$ cat config.mk
export PLATFORM = sky130hd
export DESIGN_NAME = bcd_updown_counter
export DESIGN_NICKNAME = d
export VERILOG_FILES = /design/src/rtl/bcd_updown_counter_pkg.sv /design/src/rtl/bcd_updown_counter_digit_stage.sv /design/src/rtl/bcd_updown_counter.sv
export SDC_FILE = /design/constraint.sdc
export NUM_CORES = 1
export LEC_CHECK = 0
export CAP_MARGIN = 40
export CORE_MARGIN = 2
export CORE_UTILIZATION = 40
export DETAILED_ROUTE_END_ITERATION = 7
export GPL_TIMING_DRIVEN = 0
export PLACE_DENSITY = 0.7
export SLEW_MARGIN = 5
export SYNTH_ARGS = -nofsm -noshare
export SYNTH_HDL_FRONTEND = slang
export SYNTH_SLANG_ARGS = --single-unit
$ cat constraint.sdc
create_clock -name clk -period 4.3 [get_ports clk]
set_input_delay 0.645 -clock clk [delete_from_list [all_inputs] [get_ports clk]]
set_output_delay 0.645 -clock clk [all_outputs]
set_load 0.05 [all_outputs]
$ cat src/rtl/bcd_updown_counter_pkg.sv
// Shared constants for the packed-digit up/down counter: mode encodings
// and the digit-field offset helper.
package bcd_updown_counter_pkg;

    localparam logic MODE_UP   = 1'b1;
    localparam logic MODE_DOWN = 1'b0;
    localparam logic MODE_WRAP = 1'b0;
    localparam logic MODE_SAT  = 1'b1;

    // Bit offset of digit i inside the packed count/load vectors.
    function automatic int unsigned digit_lsb(input int unsigned i, input int unsigned dw);
        return i * dw;
    endfunction

endpackage

$ cat src/rtl/bcd_updown_counter_digit_stage.sv
// One modulo-RADIX digit register with load clamping and limit flags.
module digit_stage #(
    parameter int unsigned RADIX = 10,
    parameter int unsigned DW    = 4
) (
    input  logic          i_clk,
    input  logic          i_reset,
    input  logic          i_step,
    input  logic          i_up,
    input  logic          i_load,
    input  logic [DW-1:0] i_load_digit,
    output logic [DW-1:0] o_digit,
    output logic          o_at_max,
    output logic          o_at_min
);

    localparam logic [DW-1:0] LP_MAX   = DW'(RADIX - 1);
    // One extra bit so RADIX == 2**DW is representable.
    localparam logic [DW:0]   LP_RADIX = (DW + 1)'(RADIX);

    logic [DW-1:0] r_digit;
    logic [DW-1:0] w_load_clamped;
    logic [DW-1:0] w_next_step;

    always_comb begin
        w_load_clamped = i_load_digit;
        if ({1'b0, i_load_digit} >= LP_RADIX) begin
            w_load_clamped = LP_MAX;
        end
        w_next_step = r_digit;
        if (i_up) begin
            w_next_step = o_at_max ? '0 : r_digit + 1'b1;
        end else begin
            w_next_step = o_at_min ? LP_MAX : r_digit - 1'b1;
        end
    end

    always_ff @(posedge i_clk) begin
        if (i_reset) begin
            r_digit <= '0;
        end else if (i_load) begin
            r_digit <= w_load_clamped;
        end else if (i_step) begin
            r_digit <= w_next_step;
        end
    end

    assign o_digit  = r_digit;
    assign o_at_max = (r_digit == LP_MAX);
    assign o_at_min = (r_digit == '0);

endmodule

$ cat src/rtl/bcd_updown_counter.sv
// Multi-digit radix-parametrised up/down counter with load, wrap/saturate,
// cascade terminal count and a registered limit pulse.
module bcd_updown_counter
    import bcd_updown_counter_pkg::*;
#(
    parameter int unsigned DIGITS = 4,
    parameter int unsigned RADIX  = 10,
    parameter int unsigned DW     = 4
) (
    input  logic                 clk,
    input  logic                 reset,
    input  logic                 en,
    input  logic                 up,
    input  logic                 sat,
    input  logic                 load,
    input  logic [DIGITS*DW-1:0] load_val,
    output logic [DIGITS*DW-1:0] count,
    output logic                 tc,
    output logic                 limit
);

    logic [DIGITS-1:0] w_at_max;
    logic [DIGITS-1:0] w_at_min;
    logic [DIGITS-1:0] w_step;
    logic              w_at_limit;
    logic              w_hold;
    logic              r_limit;

    assign w_at_limit = (up == MODE_UP) ? (&w_at_max) : (&w_at_min);
    assign w_hold     = (sat == MODE_SAT) & w_at_limit;
    assign tc         = en & w_at_limit;

    generate
        for (genvar gi = 0; gi < DIGITS; gi++) begin : g_digit
            // Ripple: a digit steps only when every lower digit rolls over.
            if (gi == 0) begin : g_lsd
                assign w_step[gi] = en & ~w_hold;
            end else begin : g_upper
                assign w_step[gi] = w_step[gi-1] &
                    ((up == MODE_UP) ? w_at_max[gi-1] : w_at_min[gi-1]);
            end

            digit_stage #(
                .RADIX(RADIX),
                .DW   (DW)
            ) u_stage (
                .i_clk       (clk),
                .i_reset     (reset),
                .i_step      (w_step[gi]),
                .i_up        (up),
                .i_load      (load),
                .i_load_digit(load_val[digit_lsb(gi, DW) +: DW]),
                .o_digit     (count[digit_lsb(gi, DW) +: DW]),
                .o_at_max    (w_at_max[gi]),
                .o_at_min    (w_at_min[gi])
            );
        end
    endgenerate

    always_ff @(posedge clk) begin
        if (reset) begin
            r_limit <= 1'b0;
        end else if (load) begin
            r_limit <= 1'b0;
        end else begin
            r_limit <= tc;
        end
    end

    assign limit = r_limit;

endmodule

== Yosys cells after proc, flatten, opt, wreduce, memory -nomap -nowiden ==
Index checks and enable logic that the tools add are counted.

* ROM bits: 0
* Output and inout bits: 18
* Bits in latches: 0
* Flip-flop bits (word level): 17
* Memories: 0
* Word-level logic and storage cells: 67
* Bits of input ports: 22
* Memory bits (writable): 0

* Div/mod/pow operators: 0
* Bitwise operators: 7
* Reductions and logical operators: 11
* Equal/unequal tests: 4
* $lt $le $gt $ge: 4
* Shift operators: 0
* $mul: 0
* Muxes and demuxes: 28
* $add $sub $neg: 8

{| class="wikitable"
|+ Operators with widths
! cell !! number
|-
| $mux W4 || 24
|-
| $add A4 B1 Y4 const B || 4
|-
| $eq A4 B4 Y1 const B || 4
|-
| $ge A4 B4 Y1 const B || 4
|-
| $logic_not A4 Y1 || 4
|-
| $sub A4 B1 Y4 const B || 4
|-
| $reduce_and A4 Y1 || 2
|-
| $reduce_bool A2 Y1 || 4
|-
| $and A1 B1 Y1 || 6
|-
| $mux W1 || 4
|-
| $reduce_or A2 Y1 || 1
|-
| $not A1 Y1 || 1
|}

== Depth between registers and ports, before layout ==
* Depth in word-level cells: 11
* Depth in mapped cells: 8
* Depth with buffers taken out: 5

== Cells and area by module ==
From an unflattened synthesis, not the netlist that was laid out.

* Cell total of the unflattened synthesis: 215
* Area total of the unflattened synthesis: 1,686.6 um^2

{| class="wikitable"
|+ Modules (own cells, without submodules)
! module !! area each (um^2) !! cells an instance !! instances !! sequential area each (um^2)
|-
| digit_stage || 386.6 || 49 || 4 || 80.1
|-
| bcd_updown_counter || 140.1 || 19 || 1 || 20.0
|}

== Worst setup path before layout ==
No wires, ideal clock.

* Kind: flip-flop to output port
* Start: register g_digit[0].u_stage.r_digit[3]
* End: output tc
* Stages on the path, launching flop included: 5
* Arrival time: 2,385 ps
* Slack: 1,270 ps
* Data required time: 3,655 ps
* Cells stage by stage: dfxtp_1 > or3b_1 > nor4_2 > o211ai_1 > nor2_1

* Word-level cells in the longest chain between the ends: 4

{| class="wikitable"
|+ Ends and longest elaborated chain
! what !! RTL line !! RTL
|-
| start: declaration || bcd_updown_counter_digit_stage.sv:21 || <nowiki>logic [DW-1:0] r_digit;</nowiki>
|-
| start signal: assignment || bcd_updown_counter_digit_stage.sv:42 || <nowiki>r_digit <= w_load_clamped;</nowiki>
|-
| start signal: assignment || bcd_updown_counter_digit_stage.sv:44 || <nowiki>r_digit <= w_next_step;</nowiki>
|-
| $eq A4 B4 Y1 / $logic_not A4 Y1 (equally long branches) || bcd_updown_counter_digit_stage.sv:49, bcd_updown_counter_digit_stage.sv:50 ||
|-
| $reduce_and A4 Y1 || bcd_updown_counter.sv:29 || <nowiki>assign w_at_limit = (up == MODE_UP) ? (&w_at_max) : (&w_at_min);</nowiki>
|-
| $mux W1 * || bcd_updown_counter.sv:29 ||
|-
| $and A1 B1 Y1 * || bcd_updown_counter.sv:31 || <nowiki>assign tc = en & w_at_limit;</nowiki>
|-
| end: declaration || bcd_updown_counter.sv:18 || <nowiki>output logic tc,</nowiki>
|}

Every way passes the cells marked *; elsewhere a longest branch is shown, timed or not.

== Final worst setup path ==
* Start: input up
* End: output tc

* Word-level cells in the longest chain between the ends: 2

{| class="wikitable"
|+ Ends and longest elaborated chain
! what !! RTL line !! RTL
|-
| start: declaration || bcd_updown_counter.sv:13 || <nowiki>input logic up,</nowiki>
|-
| $mux W1 || bcd_updown_counter.sv:29 ||
|-
| $and A1 B1 Y1 || bcd_updown_counter.sv:31 ||
|}

Every way passes these cells.

==> results by group <==
Outcome
  – Status: finished clean

Floorplanning
  – Starting density of the core: 41.7%
  – Core region area: 4030 µm²
  – Die area: 4740 µm²
  – Die span in y: 68.8 µm
  – I/O pin count: 40
  – Die Wd: 68.8 µm
  – Rows: 23

Global routing
  – Overflow after GRT: 0
  – Gr usage total: 21.8%
  – Number of global-route vias before repair: 1575
  – Initial antenna violation count: 0
  – First-pass GRT wire length: 7.71 mm
  – Largest net degree at the start of global routing: 11

Yosys
  – Ys flop type: dfxtp_1
  – Number of flops mapped to enable cells by yosys: 0
  – Mapped Area: 1680 µm²
  – Synthesized area per cell: 7.34 µm²
  – Synth area leaders: dfxtp_1 (20%), o21ai_0 (5.4%), a21oi_1 (5.1%)
  – Count of cell types in the netlist: 61
  – Most frequent cell after synthesis: clkbuf_1
  – FFs w/ async S/R, synth: 0%
  – Synth Warn #: 0
  – FF+latch count, synth: 17
  – Post-synth top cells: clkbuf_1 (19), o21ai_0 (18), a21oi_1 (17), dfxtp_1 (17), nor2_1 (14)
  – Post-Syn Nets: 251
  – Largest area contributor in the netlist: dfxtp_1
  – Post-synthesis sequential area ratio: 20.3%
  – Yosys top cell area share: 20.3%
  – Post-Syn Instances: 229

Layout
  – Final nets: 292
  – Ratio of cells with drive above 1 in the final layout: 8.55%
  – # diodes: 0
  – Final instance count without filler cells: 319
  – Design area: 2150 µm²
  – Area Overhead vs Synth: 27.8%

Worst hold path
  – Min-delay worst type: flip-flop to flip-flop

Placement
  – Area after DPL: 2100 µm²
  – Port Buffers: 36
  – Gpl congestion: 1.00
  – Placed insts: 315
  – Post-DP HPWL: 3.65 mm

Worst setup path
  – Worst EP arrival: 3.17 ns
  – Worst Path Max Fanout: 5
  – WP data required: 3.65 ns
  – Crit end category: output pin
  – CP Launch Type: input pin
  – Crit path kind: input pin to output pin

Routing
  – Detailed Routing Iterations Pass 1: 4
  – Antenna Nets Post-Route: 0
  – Routed vias: 1912
  – Final wirelength: 4.94 mm
  – WL/cell: 15.5 µm
  – DRT iter0 DRCs: 175
  – DRC violations left: 0
  – Via/cell ratio: 5.99

Timing
  – Max Clk Rate: 0.262 GHz
  – Final Slew Violations: 0
  – Setup Viol. Count Final: 0
  – Worst hold slack: 0.681 ns
  – Relative slew slack: 63.8%
  – Tcrit/Tclk final: 88.8%
  – Final Hold Viols: 0
  – Fin crit period: 3.82 ns
  – Slew @ Worst Pin: 0.539 ns
  – Fin Clk Skew: 0.00659 ns
  – Total Neg Setup Slack: 0 ns
  – RSZ-0062 raised after global routing: false

Clock tree
  – Max Root-Sink Buffers: 2
  – CTS Buf Count: 3
  – CTS tree: yes
  – Hold-fix buffers at CTS: 0
  – Sink Count: 17
  – Root Driver: clkbuf_8
  – Clock latency on the worst-skew pair: 0.26 ns
  – Resize count post-CTS: 0
  – H-tree Lvls: 1
  – Number of post-CTS setup repair buffers: 0
  – Reg clk slew, reported paths: 0.07 ns

Power
  – Cell Pwr Density: 270 nW/µm²
  – Maximum VDD drop: 0.000105 V
  – Static Leak: 0.000750 µW

Flow run
  – Max Cap Viol: 0
-- routing by layer --
layer,part of all wire (%),up-vias,GRT usage [%]
met5,0,-,0
met4,2.2,0,6.86
met3,6.7,8,2.11
met2,46,58,34.4
met1,45,892,31.3
li1,-,954,-
-- worst max-delay path, cell delays in order --
cell and delay (ns):
clkdlybuf4s50_1 0.49, or4_4 0.48, nor4_4 0.42, o211ai_1 0.17, nor2_1 0.15, clkdlybuf4s50_1 0.82
-- layout by cell type, fill, tap and decap left out, drive strengths merged, types with 3 or more instances in the layout --
master	Yosys	final
clkbuf	19	23
xnor2	6	6
nand3	7	7
o21ai	19	19
nand4	3	3
nor4	6	6
dfxtp	17	17
or4	5	5
a211oi	7	7
a311oi	6	6
a31oi	8	8
o21a	4	4
or3	4	4
inv	9	9
and2	3	3
nor3	8	8
o211ai	4	4
nand2	8	8
nor2	15	15
a21oi	17	17
nand3b	3	3
or2	3	3
clkdlybuf4s50	0	36
and3	4	4
buf	8	8
-- cell families (layout without fill, tap and decap cells) --
| kind of cell | count (synthesis) | after routing | share of synthesized area [%] |
|---|---|---|---|
| compound gates | 88 | 88 | 37.0 |
| simple gates | 78 | 78 | 27.7 |
| buf+inv | 36 | 76 | 9.68 |
| flops | 17 | 17 | 20.3 |
| xor+xnor | 8 | 8 | 4.17 |
| mux | 2 | 2 | 1.19 |
-- registers in the layout (all words and copies together) (netlist names) --
signal	flops
g_digit.u_stage.o_digit	16
limit	1
-- per-stage QoR --
stage               setup WS [ns]  power (µW)  util [%]
floorplan                    1.27         373         -
global placement            0.480         448      52.2
detailed placement          0.470         450      52.2
CTS                         0.462         575      53.3
global route                0.349         607      53.3
finish                      0.482         580      53.3
-- layout make-up --
type / count / area [µm²]
fillers: 406 / 1880
multi-input cells: 176 / 1180
repair buffers: 36 / 360
flip-flops and latches: 17 / 340
plain buffers: 27 / 129
well taps: 50 / 62.6
clock buffers: 4 / 45.0
inverters: 9 / 33.8
-- worst paths after layout --
path | from | to | slack (ns) | cells after the start
worst max-delay path | up | tc | 0.48 | 6
worst max register to register | g_digit[3].u_stage.o_digit[3]$_SDFFE_PP0P_ | g_digit[2].u_stage.o_digit[1]$_SDFFE_PP0P_ | 2.15 | 7
worst min register to register | g_digit[0].u_stage.o_digit[2]$_SDFFE_PP0P_ | g_digit[0].u_stage.o_digit[2]$_SDFFE_PP0P_ | 0.68 | 3
worst min-delay path | g_digit[0].u_stage.o_digit[2]$_SDFFE_PP0P_ | g_digit[0].u_stage.o_digit[2]$_SDFFE_PP0P_ | 0.68 | 3
-- power breakdown --
group | switching, µW | internal (µW) | leakage [µW]
clock | 64.2 | 66.0 | 0.0000228
combinational | 159 | 107 | 0.000587
sequential | 12.9 | 171 | 0.000140
total | 236 | 344 | 0.000750
No activity file was read; power rests on OpenSTA's default activity.
